===== config.mk =====
export PLATFORM = sky130hd
export DESIGN_NAME = mem_access_unit_flat
export DESIGN_NICKNAME = d
export VERILOG_FILES = /design/src/rtl/mem_access_unit_if.sv /design/src/rtl/mem_access_unit.sv /design/src/flat_wrapper.sv
export SDC_FILE = /design/constraint.sdc
export NUM_CORES = 1
export LEC_CHECK = 0
export BUFFER_PORTS_ARGS = -buffer_cell sky130_fd_sc_hd__buf_2
export CORE_ASPECT_RATIO = 1.2
export CORE_MARGIN = 4
export CORE_UTILIZATION = 35
export DETAILED_ROUTE_END_ITERATION = 8
export PLACE_DENSITY = 0.63
export SLEW_MARGIN = 10
export SYNTH_ARGS = -nofsm -noshare
export SYNTH_HDL_FRONTEND = slang
export SYNTH_SLANG_ARGS = --single-unit

===== constraint.sdc =====
create_clock -name clk -period 2 [get_ports clk]
set_input_delay 0.1 -clock clk [delete_from_list [all_inputs] [get_ports clk]]
set_output_delay 0.1 -clock clk [all_outputs]
set_load 0.02 [all_outputs]

===== src/rtl/mem_access_unit_if.sv =====
`default_nettype none
// =============================================================================
// mem_access_unit_if : core request / data-memory bus between core and MAU
// Rev 1.0 - initial release
// =============================================================================
interface mem_access_unit_if #(
   parameter int ADDR_W = 32,
   parameter int DATA_W = 32
);
   logic              req_valid;
   logic              req_we;
   logic [1:0]        req_op;
   logic              req_sext;
   logic [ADDR_W-1:0] req_addr;
   logic [DATA_W-1:0] req_wdata;
   logic              busy;
   logic [DATA_W-1:0] rdata;
   logic              rdata_valid;
   logic              misalign;
   logic              mem_req;
   logic              mem_we;
   logic [ADDR_W-1:0] mem_addr;
   logic [DATA_W-1:0] mem_wdata;
   logic [DATA_W-1:0] mem_rdata;
   logic              mem_ready;

   // slave: the access unit itself
   modport slave (
      input  req_valid, req_we, req_op, req_sext, req_addr, req_wdata,
      input  mem_rdata, mem_ready,
      output busy, rdata, rdata_valid, misalign,
      output mem_req, mem_we, mem_addr, mem_wdata
   );

   // master: core plus data memory
   modport master (
      output req_valid, req_we, req_op, req_sext, req_addr, req_wdata,
      output mem_rdata, mem_ready,
      input  busy, rdata, rdata_valid, misalign,
      input  mem_req, mem_we, mem_addr, mem_wdata
   );
endinterface
`default_nettype wire


===== src/rtl/mem_access_unit.sv =====
`default_nettype none
// =============================================================================
// mem_access_unit : byte/half/word load-store front end for a word-only memory
// Rev 1.0 - initial release
// =============================================================================
module mem_access_unit #(
   parameter int ADDR_W = 32,
   parameter int DATA_W = 32
) (
   input  logic                clk,
   input  logic                reset,
   mem_access_unit_if.slave    bus
);
   localparam logic [2:0] c_IDLE   = 3'd0;
   localparam logic [2:0] c_RD     = 3'd1;
   localparam logic [2:0] c_RMW_RD = 3'd2;
   localparam logic [2:0] c_RMW_WR = 3'd3;
   localparam logic [2:0] c_WR     = 3'd4;

   localparam logic [1:0] c_OP_HALF = 2'b01;
   localparam logic [1:0] c_OP_BYTE = 2'b10;

   logic [2:0]        r_state;
   logic              r_armed;
   logic [ADDR_W-1:0] r_addr;
   logic [1:0]        r_op;
   logic              r_sext;
   logic [15:0]       r_sdata;
   logic [DATA_W-1:0] r_rdata;
   logic [DATA_W-1:0] r_wdata;
   logic              r_rdata_valid;
   logic              r_misalign;

   logic              w_req_half;
   logic              w_req_byte;
   logic              w_misaligned;
   logic              w_idle;
   logic              w_present;
   logic              w_accept;
   logic              w_reject;
   logic [7:0]        w_byte;
   logic [15:0]       w_half;
   logic [DATA_W-1:0] w_load_val;
   logic [DATA_W-1:0] w_merged;

   assign w_req_half   = (bus.req_op == c_OP_HALF);
   assign w_req_byte   = (bus.req_op == c_OP_BYTE);
   assign w_misaligned = (~w_req_half & ~w_req_byte & (bus.req_addr[1:0] != 2'b00))
                       | (w_req_half & bus.req_addr[0]);
   assign w_idle       = (r_state == c_IDLE);
   // A held request is only seen again after req_valid has dropped once
   assign w_present    = bus.req_valid & r_armed;
   assign w_accept     = w_idle & w_present & ~w_misaligned;
   assign w_reject     = w_idle & w_present & w_misaligned;

   assign bus.busy        = reset & (~w_idle | (w_present & ~w_misaligned));
   assign bus.mem_req     = ~w_idle;
   assign bus.mem_we      = (r_state == c_RMW_WR) | (r_state == c_WR);
   assign bus.mem_addr    = {r_addr[ADDR_W-1:2], 2'b00};
   assign bus.mem_wdata   = r_wdata;
   assign bus.rdata       = r_rdata;
   assign bus.rdata_valid = r_rdata_valid;
   assign bus.misalign    = r_misalign;

   always_comb begin
      w_byte     = bus.mem_rdata[{r_addr[1:0], 3'b000} +: 8];
      w_half     = r_addr[1] ? bus.mem_rdata[31:16] : bus.mem_rdata[15:0];
      w_load_val = bus.mem_rdata;
      if (r_op == c_OP_BYTE)
         w_load_val = {{24{r_sext & w_byte[7]}}, w_byte};
      else if (r_op == c_OP_HALF)
         w_load_val = {{16{r_sext & w_half[15]}}, w_half};

      w_merged = bus.mem_rdata;
      if (r_op == c_OP_BYTE)
         w_merged[{r_addr[1:0], 3'b000} +: 8] = r_sdata[7:0];
      else
         w_merged[{r_addr[1], 4'b0000} +: 16] = r_sdata;
   end

   always_ff @(posedge clk or negedge reset) begin
      if (!reset) begin
         r_state       <= c_IDLE;
         r_armed       <= 1'b1;
         r_addr        <= '0;
         r_op          <= 2'b00;
         r_sext        <= 1'b0;
         r_sdata       <= '0;
         r_rdata       <= '0;
         r_wdata       <= '0;
         r_rdata_valid <= 1'b0;
         r_misalign    <= 1'b0;
      end else begin
         r_rdata_valid <= 1'b0;
         r_misalign    <= w_reject;
         if (!bus.req_valid)
            r_armed <= 1'b1;

         case (r_state)
            c_IDLE: begin
               if (w_accept) begin
                  r_armed <= 1'b0;
                  r_addr  <= bus.req_addr;
                  r_op    <= bus.req_op;
                  r_sext  <= bus.req_sext;
                  r_sdata <= bus.req_wdata[15:0];
                  if (!bus.req_we)
                     r_state <= c_RD;
                  else if (w_req_half | w_req_byte)
                     r_state <= c_RMW_RD;
                  else begin
                     r_state <= c_WR;
                     r_wdata <= bus.req_wdata;
                  end
               end
            end
            c_RD: begin
               if (bus.mem_ready) begin
                  r_rdata       <= w_load_val;
                  r_rdata_valid <= 1'b1;
                  r_state       <= c_IDLE;
               end
            end
            c_RMW_RD: begin
               if (bus.mem_ready) begin
                  r_wdata <= w_merged;
                  r_state <= c_RMW_WR;
               end
            end
            c_RMW_WR, c_WR: begin
               if (bus.mem_ready)
                  r_state <= c_IDLE;
            end
            default: r_state <= c_IDLE;
         endcase
      end
   end
endmodule
`default_nettype wire

===== src/flat_wrapper.sv =====
// flat-port wrapper written by rule: the top's interface ports become plain ports
module mem_access_unit_flat 
#(
   parameter int ADDR_W = 32,
   parameter int DATA_W = 32
)
  (clk, reset, bus_req_valid, bus_req_we, bus_req_op, bus_req_sext, bus_req_addr, bus_req_wdata, bus_mem_rdata, bus_mem_ready, bus_busy, bus_rdata, bus_rdata_valid, bus_misalign, bus_mem_req, bus_mem_we, bus_mem_addr, bus_mem_wdata);
  mem_access_unit_if #(.ADDR_W(ADDR_W), .DATA_W(DATA_W)) bus_i ();
  input  logic clk;
  input  logic reset;
  input wire logic [$bits(bus_i.req_valid)-1:0] bus_req_valid;
  input wire logic [$bits(bus_i.req_we)-1:0] bus_req_we;
  input wire logic [$bits(bus_i.req_op)-1:0] bus_req_op;
  input wire logic [$bits(bus_i.req_sext)-1:0] bus_req_sext;
  input wire logic [$bits(bus_i.req_addr)-1:0] bus_req_addr;
  input wire logic [$bits(bus_i.req_wdata)-1:0] bus_req_wdata;
  input wire logic [$bits(bus_i.mem_rdata)-1:0] bus_mem_rdata;
  input wire logic [$bits(bus_i.mem_ready)-1:0] bus_mem_ready;
  output wire logic [$bits(bus_i.busy)-1:0] bus_busy;
  output wire logic [$bits(bus_i.rdata)-1:0] bus_rdata;
  output wire logic [$bits(bus_i.rdata_valid)-1:0] bus_rdata_valid;
  output wire logic [$bits(bus_i.misalign)-1:0] bus_misalign;
  output wire logic [$bits(bus_i.mem_req)-1:0] bus_mem_req;
  output wire logic [$bits(bus_i.mem_we)-1:0] bus_mem_we;
  output wire logic [$bits(bus_i.mem_addr)-1:0] bus_mem_addr;
  output wire logic [$bits(bus_i.mem_wdata)-1:0] bus_mem_wdata;
  assign bus_i.req_valid = bus_req_valid;
  assign bus_i.req_we = bus_req_we;
  assign bus_i.req_op = bus_req_op;
  assign bus_i.req_sext = bus_req_sext;
  assign bus_i.req_addr = bus_req_addr;
  assign bus_i.req_wdata = bus_req_wdata;
  assign bus_i.mem_rdata = bus_mem_rdata;
  assign bus_i.mem_ready = bus_mem_ready;
  assign bus_busy = bus_i.busy;
  assign bus_rdata = bus_i.rdata;
  assign bus_rdata_valid = bus_i.rdata_valid;
  assign bus_misalign = bus_i.misalign;
  assign bus_mem_req = bus_i.mem_req;
  assign bus_mem_we = bus_i.mem_we;
  assign bus_mem_addr = bus_i.mem_addr;
  assign bus_mem_wdata = bus_i.mem_wdata;
  mem_access_unit #(.ADDR_W(ADDR_W), .DATA_W(DATA_W)) u_core (.clk(clk), .reset(reset), .bus(bus_i));
endmodule

==> flow_metrics.tcl <==
set metrics [dict create \
    outcome "finished, final reports clean" \
    ioPinCount 205 \
    die_w_um 137 \
    fmax_ghz 0.527 \
    power.total_w 0.0154 \
    worstSkewPairLatency_ns 0.42 \
    seq_area_um2 3030 \
    place_congestion 0.875 \
    area_growth_pct 33.1 \
    critical_path.max_stage_delay_ns 0.55 \
    drtIter0Drc 323 \
    netlist_instances 684 \
    relSlewSlack 0.608 \
    dpl.hpwl_mm 17.1 \
    cts_tree "built" \
    synth.top_cell.area_share 0.428 \
    avgRoutedWirePerCell_um 20.1 \
    drv_cap 0 \
    rr_startpoint "u_core.r_addr[0]" \
    finalCriticalPeriod_ns 1.90 \
    nNetsFinal 1020 \
    crit_type "flop to flop" \
    syn_avg_cell_area_um2 10.3 \
    die_h_um 163 \
    slew_violations 0 \
    grt_max_degree 67 \
    fin_crit_sh 0.949 \
    synth_common_cells "dfrtp_1, a21oi_1, mux2_2, mux2i_1, nand2_1" \
    fp-row-count 56 \
    path_delay_family "multiplexers" \
    setup_viol 0 \
    die_area_um2 22400 \
    track_usage 0.213 \
    clkSinkCount 121 \
    drtPass1Iterations 5 \
    ys_warn_count 0 \
    fin_setup_tns_ns 0 \
    fill_cells 1870 \
    wirelength_mm 23.8 \
    async_flop_share 1.00 \
    holdPathStages 2 \
    synth.area.top_cells "dfrtp_1, mux2_2, mux2i_1" \
    hold_end "u_core.r_sdata[0]" \
    reg2reg_slack_ns 0.10 \
    grt_remaining_overflow 0 \
    ys_seq_elements 121 \
    start_kind "flop" \
    drtAntennaViolNets 0 \
    whs_ns 0.0120 \
    clockRootBuffer "clkbuf_16" \
    ys.flop_type "dfrtp_1" \
    r2r_cells 6 \
    place.port_buffers 202 \
    crit_slowest_cell "mux4_2" \
    synth.distinct_cells 50 \
    num_vias 6434 \
    drive_above_1_share 0.377 \
    cp.required_ns 2.31 \
    p_leak_nw 4.31 \
    synth_edf_count 0 \
    yosysMostFrequentCell "dfrtp_1" \
    start_util 0.358 \
    antenna_found_initial 1 \
    core_area_um2 19600 \
    critPathBufInv 2 \
    min_path_type "input port to flop" \
    cts.clk_slew.worst_paths_ns 0.05 \
    synth_top_area_cell "dfrtp_1" \
    cp.arrival_ns 2.20 \
    clock_skew_ns 0.00810 \
    ys_seq_area_frac 0.431 \
    cts_buffers 17 \
    tightest_slew_ns 0.587 \
    post-route-drc-count 0 \
    p_per_area_nw_per_um2 1650 \
    htree_levels 4 \
    grt_pass1_wl_mm 36.2 \
    hold_start "bus_req_wdata[0]" \
    clk_path_buf_depth 2 \
    path_max_fanout 24 \
    crit_path_end_kind "flop" \
    multi_input_area_um2 3480 \
    hold_viol_final 0 \
    syn_area_um2 7020 \
    grt_pass1_vias 6365 \
    utilization 0.477 \
    ir_drop_mv 0.762 \
    path_cells "buf_6 > mux4_2 > nand3_1 > nand2_1 > buf_4 > o22a_1" \
    rr_endpoint "u_core.bus.rdata[23]" \
    routed_via_density 5.43 \
]
==> layout make-up <==
class	count	share of cell area
antenna	1	0.000268
clock buffer	21	0.0482
clock inverter	10	0.0110
inverter	15	0.00602
multi-input combinational	462	0.372
sequential	121	0.324
tap	261	0.0349
timing repair buffer	293	0.204
==> stage by stage <==
stage | setup slack [ns] | cells | cell area [µm²]
floorplan | 0.00206 | 685 | 7070
global placement | 0.0458 | 1099 | 8250
detailed placement | -0.00139 | 1099 | 8250
CTS | 0.0641 | 1182 | 9330
global route | -0.00452 | 1184 | 9350
finish | 0.103 | 1184 | 9350
==> how the worst max path moves through the flow <==
stage / start / end / slack, ns / cells after the start
2_1_floorplan: u_core.r_addr[0] / u_core.bus.mem_wdata[10] / 0.002 / 8
3_3_place_gp: u_core.r_addr[0] / u_core.bus.mem_wdata[18] / 0.05 / 5
3_5_place_dp: u_core.r_addr[0] / u_core.bus.mem_wdata[21] / -0.001 / 5
4_1_cts: u_core.r_addr[0] / u_core.bus.rdata[23] / 0.06 / 6
5_1_grt: u_core.r_addr[0] / u_core.bus.mem_wdata[30] / -0.005 / 7
6_report: u_core.r_addr[0] / u_core.bus.rdata[23] / 0.10 / 6
==> logic make-up (layout without fill, tap and decap cells) <==
| logic type | count (synthesis) | count (layout) | synth area share |
|---|---|---|---|
| compound gates | 214 | 214 | 0.202 |
| simple gates | 133 | 133 | 0.0978 |
| flops | 121 | 121 | 0.431 |
| mux | 107 | 107 | 0.176 |
| buf+inv | 102 | 339 | 0.0812 |
| fa+ha+maj | 6 | 6 | 0.0107 |
| other cells | 1 | 3 | 0.000534 |
==> state kept, by name, summed over array words and instances, names as in the netlist <==
name and count:
u_core.r_sext 1, u_core.r_op 2, u_core.r_sdata 16, u_core.r_armed 1, u_core.r_state 3, u_core.bus.misalign 1, u_core.bus.mem_wdata 32, u_core.bus.rdata_valid 1
u_core.bus.rdata 32, u_core.r_addr 32
==> power breakdown <==
group | switching [W] | internal [W] | leakage [nW] | total (W)
clock network | 0.00109 | 0.00184 | 0.276 | 0.00292
registers | 0.000910 | 0.00367 | 1.42 | 0.00458
logic | 0.00462 | 0.00332 | 2.61 | 0.00794
==> per-layer routing <==
layer	up-vias	share of wire	GRT usage
li1	2938	-	-
met1	3163	0.40	0.272
met2	282	0.49	0.349
met3	51	0.076	0.0474
met4	0	0.032	0.0867
met5	-	0	0
==> cells in the final DEF, fill, tap and decap left out, drive strengths merged, types with 15 or more instances in the layout <==
master,Yosys,final
a21oi,74,74
inv,15,15
nor2,27,27
o31ai,16,16
a2111oi,16,16
mux2i,47,47
dlygate4sd3,0,52
o21ai,28,28
buf,68,241
clkbuf,19,21
nand2,44,44
dfrtp,120,120
mux2,52,52
nor2b,34,34
o22a,24,24
==> what timing repair did <==
action,CTS,global route
pin swaps,0,1
endpoints found under the setup margin,4,32
resized for setup,1,7
cloned,0,0
setup buffers,0,1
hold buffers,52,0
hold endpoints to repair,114,0
Note: power is estimated with default switching activity, not from simulation.
